==> src/rtl/if_stage_pkg.sv <==
// Shared fetch-stage types and constants.
// Bubble word, reset vector, IF/ID bundle and an alignment helper.
package if_stage_pkg;

  // sll $0,$0,0
  localparam logic [31:0] NOP_INSTR    = 32'h0000_0000;
  localparam logic [31:0] RESET_VECTOR = 32'h0000_0000;

  typedef struct packed {
    logic [31:0] instr;
    logic [31:0] pc_plus4;
    logic        valid;
  } if_id_t;

  function automatic logic [31:0] word_align(
    input logic [31:0] a
  );
    return {a[31:2], 2'b00};
  endfunction

endpackage

==> src/rtl/if_stage_pc_reg.sv <==
// Program counter with next-PC mux and +4 adder.
// Ports: clk_i, rst_i, stall_i, branch_taken_i, branch_target_i -> pc_o, pc_plus4_o.
module pc_reg
  import if_stage_pkg::*;
#(
  parameter logic [31:0] RESET_PC = RESET_VECTOR
) (
  input  logic        clk_i,
  input  logic        rst_i,
  input  logic        stall_i,
  input  logic        branch_taken_i,
  input  logic [31:0] branch_target_i,
  output logic [31:0] pc_o,
  output logic [31:0] pc_plus4_o
);

  logic [31:0] pc;
  logic [31:0] pc_next;

  // wraps mod 2^32
  assign pc_plus4_o = pc + 32'd4;
  assign pc_o       = pc;

  // redirect beats stall; a flush still advances the PC
  always_comb begin
    pc_next = pc_plus4_o;
    if (branch_taken_i) begin
      pc_next = word_align(branch_target_i);
    end else if (stall_i) begin
      pc_next = pc;
    end
  end

  always_ff @(posedge clk_i) begin
    if (rst_i) begin
      pc <= RESET_PC;
    end else begin
      pc <= pc_next;
    end
  end

endmodule

==> src/rtl/if_stage.sv <==
// Instruction fetch stage: PC, IF/ID register, misalign flag, fetch counter.
// Ports: clk_i, rst_i, stall_i, flush_i, branch_*, im_addr_o/im_data_i, IF/ID outputs.
module if_stage
  import if_stage_pkg::*;
#(
  parameter logic [31:0] RESET_PC = RESET_VECTOR,
  parameter logic [31:0] NOP      = NOP_INSTR
) (
  input  logic        clk_i,
  input  logic        rst_i,
  input  logic        stall_i,
  input  logic        flush_i,
  input  logic        branch_taken_i,
  input  logic [31:0] branch_target_i,
  output logic [31:0] im_addr_o,
  input  logic [31:0] im_data_i,
  output logic [31:0] instr_o,
  output logic [31:0] pc_plus4_o,
  output logic        valid_o,
  output logic        misalign_o,
  output logic [31:0] fetch_count_o
);

  logic [31:0] pc;
  logic [31:0] pc_plus4;
  if_id_t      if_id;
  if_id_t      bubble;

  assign bubble = '{instr: NOP, pc_plus4: 32'd0, valid: 1'b0};

  pc_reg #(
    .RESET_PC(RESET_PC)
  ) u_pc (
    .clk_i          (clk_i),
    .rst_i          (rst_i),
    .stall_i        (stall_i),
    .branch_taken_i (branch_taken_i),
    .branch_target_i(branch_target_i),
    .pc_o           (pc),
    .pc_plus4_o     (pc_plus4)
  );

  assign im_addr_o  = pc;
  assign instr_o    = if_id.instr;
  assign pc_plus4_o = if_id.pc_plus4;
  assign valid_o    = if_id.valid;

  always_ff @(posedge clk_i) begin
    if (rst_i) begin
      if_id         <= bubble;
      misalign_o    <= 1'b0;
      fetch_count_o <= 32'd0;
    end else if (branch_taken_i) begin
      if_id      <= bubble;
      misalign_o <= |branch_target_i[1:0];
    end else if (stall_i) begin
      misalign_o <= 1'b0;
    end else if (flush_i) begin
      if_id      <= bubble;
      misalign_o <= 1'b0;
    end else begin
      if_id         <= '{instr: im_data_i,
                         pc_plus4: pc_plus4,
                         valid: 1'b1};
      misalign_o    <= 1'b0;
      fetch_count_o <= fetch_count_o + 32'd1;
    end
  end

endmodule

==> config.mk <==
export PLATFORM = sky130hd
export DESIGN_NAME = if_stage
export DESIGN_NICKNAME = d
export VERILOG_FILES = /design/src/rtl/if_stage_pkg.sv /design/src/rtl/if_stage_pc_reg.sv /design/src/rtl/if_stage.sv
export SDC_FILE = /design/constraint.sdc
export NUM_CORES = 1
export LEC_CHECK = 0
export BUFFER_PORTS_ARGS = -buffer_cell sky130_fd_sc_hd__buf_2
export CAP_MARGIN = 20
export CORE_ASPECT_RATIO = 1.5
export CORE_UTILIZATION = 40
export DETAILED_ROUTE_END_ITERATION = 7
export GPL_TIMING_DRIVEN = 0
export PLACE_DENSITY = 0.66
export SLEW_MARGIN = 5
export SYNTH_ARGS = -nofsm -noshare
export SYNTH_HDL_FRONTEND = slang
export SYNTH_SLANG_ARGS = --single-unit
==> constraint.sdc <==
create_clock -name clk_i -period 3.4 [get_ports clk_i]
set_input_delay 0.68 -clock clk_i [delete_from_list [all_inputs] [get_ports clk_i]]
set_output_delay 0.68 -clock clk_i [all_outputs]
set_load 0.1 [all_outputs]
* Yosys cells after proc, flatten, opt, wreduce, memory -nomap -nowiden *
Index checks and enable logic that the tools add are counted.

operators by class
  $add $sub $neg = 2
  multipliers = 0
  div/mod/pow operators = 0
  order comparisons = 0
  equal/unequal tests = 1
  shifts and indexed selects = 0
  mux-type cells = 3
  bitwise gates (word level) = 3
  reductions and logical operators = 4

operators with widths
  cell                                                   count
  two-way mux 65 bit                                     1
  two-way mux 32 bit                                     2
  adder 32 x 1 -> 32 bit, second input constant          1
  adder 32 x 3 -> 32 bit, second input constant          1
  OR reduction 2 bit                                     3
  inverter 1 bit                                         3
  AND reduction 3 bit                                    1
  inequality test 2 x 1 -> 1 bit, second input constant  1

word-level totals
  register bits = 130
  latch bits = 0
  bits in writable memories = 0
  ROM bits = 0
  output and inout bits = 130
  logic and storage cells = 20
  memories kept = 0

* Longest topological paths before layout *
  word-level depth = 3
  gate-level depth with buffers = 8
  mapped depth without buffers = 6

* By module *
Synthesis repeated with hierarchy kept, for this count alone.

second synthesis, totals
  cells, all modules = 695
  area total of the unflattened synthesis = 6028.3 um2

by module, submodules not included
  module    instances  cells each  area an instance (um2)  seq. area each (um2)
  if_stage  1          398         3666.0                  1961.9
  pc_reg    1          297         2362.3                  600.6

* Worst setup path before layout *
No wires, ideal clock.

  path type = register -> register
  from = register u_pc.pc[5], in the netlist u_pc.pc_o[5]
  to = register u_pc.pc[27], in the netlist u_pc.pc_o[27]
  arrival = 2638 ps
  data required time = 3285 ps
  slack = 647 ps
  cell stages (with the launch flop) = 7
  path buffers = 1
  cell sequence = dfxtp_1 > clkbuf_1 > nand4_1 > nor3_1 > nand4_1 > xnor2_1 > o21a_1

on the way
  cells in the longest elaborated chain, start to end = 3

RTL lines
  element                 RTL line               text
  start, declared         if_stage_pc_reg.sv:17  logic [31:0] pc;
  start signal, assigned  if_stage_pc_reg.sv:38  pc <= pc_next;
  adder 32 x 3 -> 32 bit  if_stage_pc_reg.sv:21  assign pc_plus4_o = pc + 32'd4;
  two-way mux 32 bit      if_stage_pc_reg.sv:29  end else if (stall_i) begin
  two-way mux 32 bit      if_stage_pc_reg.sv:27  if (branch_taken_i) begin

No other way between the ends. The select of a mux whose other input is x is not followed.
A chain may end at the register's enable or synchronous reset.

* Final worst setup path *
Same ends and word-level chain as after synthesis.

==> summary.md <==
| Metric | Value |
|---|---|
| Largest net degree at the start of global routing | 17 |
| Number of endpoints with negative hold slack in the final report | 0 |
| Final instance count without filler cells | between 1000 and 1500 |
| Setup slack of the most critical reg-to-reg path | around 0.8 ns |
| Setup violators final | 0 |
| Count of boundary I/O pins | 199 |
| Area enclosed by the die boundary | approximately 0.015 sq mm |
| Antenna violations before repair | 2 |
| CTS Root Buffer Type | clkbuf_16 |
| Portion of the clock cycle consumed by the worst path in the final layout | 76.12% |
| Count of buffers inserted at the top-level ports | roughly 190 |
| CTS clk-pin slew, worst paths | about 0.06 ns |
| Setup TNS | 0 ns |
| Via count of the first global-routing pass | roughly 5100 |
| Total Power | 3.994 mW |
| Data required time at the worst endpoint | 3.71 ns |
| Post-DRT Antenna Nets | 0 |
| Post-detailed-placement cell area | approximately 0.007 sq mm |
| Largest cells by area after synthesis | dfxtp_1, nor2_1, xnor2_1, xor2_1, a22oi_1 |
| DP Cell Count | between 1000 and 1500 |
| Post-detailed-route via-to-cell ratio | a little under 5 |
| Share of layout cells above drive strength 1 | between 20% and 30% |
| Flip-flop and latch count after synthesis | 126 |
| Result of the run | finished, final reports clean |
| Kind of capture point of the worst setup path | flip-flop |
| Data arrival time of the critical path | 2.89 ns |
| FF-to-FF End | u_pc.pc_o[27] |
| Average size of a mapped cell | roughly 8.3 sq um |
| Worst path most repeated cell | nand4_1 |
| Clock latency on the worst-skew pair | 0.41 ns |
| Unique masters post-synth | 36 |
| Crit path from | u_pc.pc_o[5] |
| Static leakage | roughly 3.3 nW |
| Post-CTS setup repair buffer count | 0 |
| Number of CTS-inserted buffers | 17 |
| Slowest cell on the critical path | nor3_1 |
| Max VDD drop | about 0.33 mV |
| Top flip-flop cell by instance count after synthesis | dfxtp_1 |
| Number of enable-type register cells in the synthesized netlist | 0 |
| Critical-path cell list | clkbuf_1 -> nand4_1 -> nor3_1 -> nand4_1 -> xnor2_1 -> o21a_1 |
| Number of maximum-capacitance constraint violations | 0 |
| Last weighted congestion value of the routability-driven placer | about 0.87 |
| DRC violation count after routing | 0 |
| Leading cell types by count after synthesis | dfxtp_1, nor2_1, nand2_1, xnor2_1, xor2_1 |
| Yosys warning total | 0 |
| Termination of the worst setup path | u_pc.pc_o[27] |
| Synth-to-Final Area Change | 32.22% |
| Power Density | ~530 mW/mm^2 |
| Initial DRT Pass Iterations | 6 |
| Initial cell density of the core | roughly 41% |
| Time the worst path needs with I/O delays and setup | roughly 2.6 ns |
| Hold_buf cts | 0 |
| Skew final | around 0.0093 ns |
| Yosys top cell area share | between 40% and 50% |
| Number of DRC markers after the initial detailed-route iteration | 234 |
| Placed wire-length estimate after detailed placement | approximately 12000 um |
| Detailed-route wire length per cell | approximately 15 um |
| Share of the core filled with cells in the final layout | between 50% and 60% |
| Worst-case clock buffer depth | 2 |
| Die W | 99.55 um |
| Category of the worst setup path launch point | flip-flop |
| Area of all placed cells without fillers | roughly 0.0075 sq mm |
| Routed wire length | between 15000 and 20000 um |
| Post-synth ARST share | 0% |
| Relative slew slack | a little over a quarter |
| Peak fanout along the critical path | 9 |
| Nets | between 900 and 1000 |
| Dominant cell by count in the synthesized netlist | dfxtp_1 |
| Post-synthesis cell type with the largest combined area | dfxtp_1 |
| Site Rows | 53 |
| Path class of the lowest-slack min-delay path | reg2reg |
| Core Box Area | roughly 0.014 sq mm |
| Crit Path Category | reg2reg |
| Unrepaired setup endpoints after global routing | false |
| Global-route wire length before repair | approximately 26000 um |
| Resized Gates After CTS | 0 |
| Sequential share of the synthesized area | between 40% and 50% |
| H-tree Lvls | 4 |
| Cells after synthesis | ~680 |
| Slew Viols, Final | 0 |
| GR Overflow Total | 0 |
| Maximum cell stage delay along the critical path | 0.93 ns |
| R2r startpoint | u_pc.pc_o[5] |
| Slew at the pin with the worst max-slew slack | between 1 and 1.5 ns |
| Total via count after detailed routing | ~5500 |
| Depth of the most critical reg-to-reg path | 6 |
| Combined global-route utilization of all metal layers | between 20 and 25% |
| Clock tree from TritonCTS | built |
| Clock sinks | approximately 130 |
| Post-synthesis instance area | roughly 0.0057 sq mm |
| Highest clock rate | ~390 MHz |
| Height of the chip | 148.3 um |
worst min path at each step:
stage	cells past startpoint	slack [ns]	from	end
after floorplan	2	0.82	branch_target_i[3]	u_pc.pc_o[3]
after global placement	2	0.43	pc_plus4_o[17]	pc_plus4_o[17]
after detailed placement	2	0.44	pc_plus4_o[17]	pc_plus4_o[17]
after CTS	2	0.45	pc_plus4_o[17]	pc_plus4_o[17]
after global routing	2	0.47	pc_plus4_o[17]	pc_plus4_o[17]
final	2	0.44	pc_plus4_o[17]	pc_plus4_o[17]
logic make-up (layout without fill, tap and decap cells):
family / count (synthesis) / after routing / share of synthesized area, %
AND/OR/NAND/NOR: 284 / 284 / 24.19
XOR/XNOR: 82 / 82 / 12.58
flip-flops: 126 / 126 / 44.18
AO/OA/AOI/OAI: 111 / 111 / 12.19
multiplexers: 6 / 6 / 1.074
adder cells (fa/ha/maj): 2 / 2 / 0.4382
buffers and inverters: 72 / 298 / 5.282
other: 1 / 6 / 0.06568
per-layer routing:
layer | global-route usage, % | wire length, um | vias up
met1 | 25.10 | 6547 | 2504
met2 | 38.75 | 8232 | 199
li1 | - | - | 2776
met5 | 0 | 0 | -
met3 | 6.250 | 995 | 28
met4 | 9.338 | 408 | 0
worst max-delay path, delay by kind of cell, from the launching register on:
| family | cells | cell delay (ns) |
|---|---|---|
| and+or+nand+nor | 3 | 1.44 |
| buffers and inverters | 1 | 0.35 |
| DFF | 1 | 0.33 |
| xor gates and xnor gates | 1 | 0.19 |
| AOI/OAI and AO/OA | 1 | 0.17 |
flip-flops by register name, summed over array words and instances (netlist names):
register and cells:
valid_o 1, instr_o 32, misalign_o 1, fetch_count_o 32
pc_plus4_o 30, u_pc.pc_o 30
cell type report:
class / instances / area, sq um
Clock buffer: 17 / 425.4
Antenna cell: 2 / 5.005
Fill cell: 1385 / 6444
Multi-Input combinational cell: 489 / 2897
Inverter: 24 / 90.09
Clock inverter: 15 / 186.4
Tap cell: 192 / 240.2
Timing Repair Buffer: 194 / 970.9
Buffer: 48 / 211.5
Sequential cell: 126 / 2522
layout by cell type, fill, tap and decap left out, drive strengths merged:
cell	n
inv	27
clkbuf	55
a21oi	30
nor4	14
or2	1
nand4b	2
xnor2	41
and4	7
or3	5
clkinv	8
xor2	41
bufinv	3
ha	2
clkinvlp	1
nor3	21
or4	4
nand2	50
dfxtp	126
nor3b	4
nor2	104
nand3	29
conb	4
and3	9
and4b	1
o21ai	25
mux2	1
mux2i	5
o21a	16
nand4	24
a22oi	39
and2	2
nor2b	7
o31ai	1
buf	204
diode	2
where the power goes:
part | switching [mW] | internal [mW]
clock network | 0.703 | 1.16
logic | 0.439 | 0.129
registers | 0.0461 | 1.51
per-stage QoR:
stage / hold WS (ns) / setup slack [ns]
after floorplan: 0.8227 / 0.6472
after global placement: 0.4286 / 0.6352
after CTS: 0.4516 / 0.8510
after detailed placement: 0.4383 / 0.6900
after global routing: 0.4737 / 0.6860
final: 0.4445 / 0.8121
Note: power is estimated with default switching activity, not from simulation.
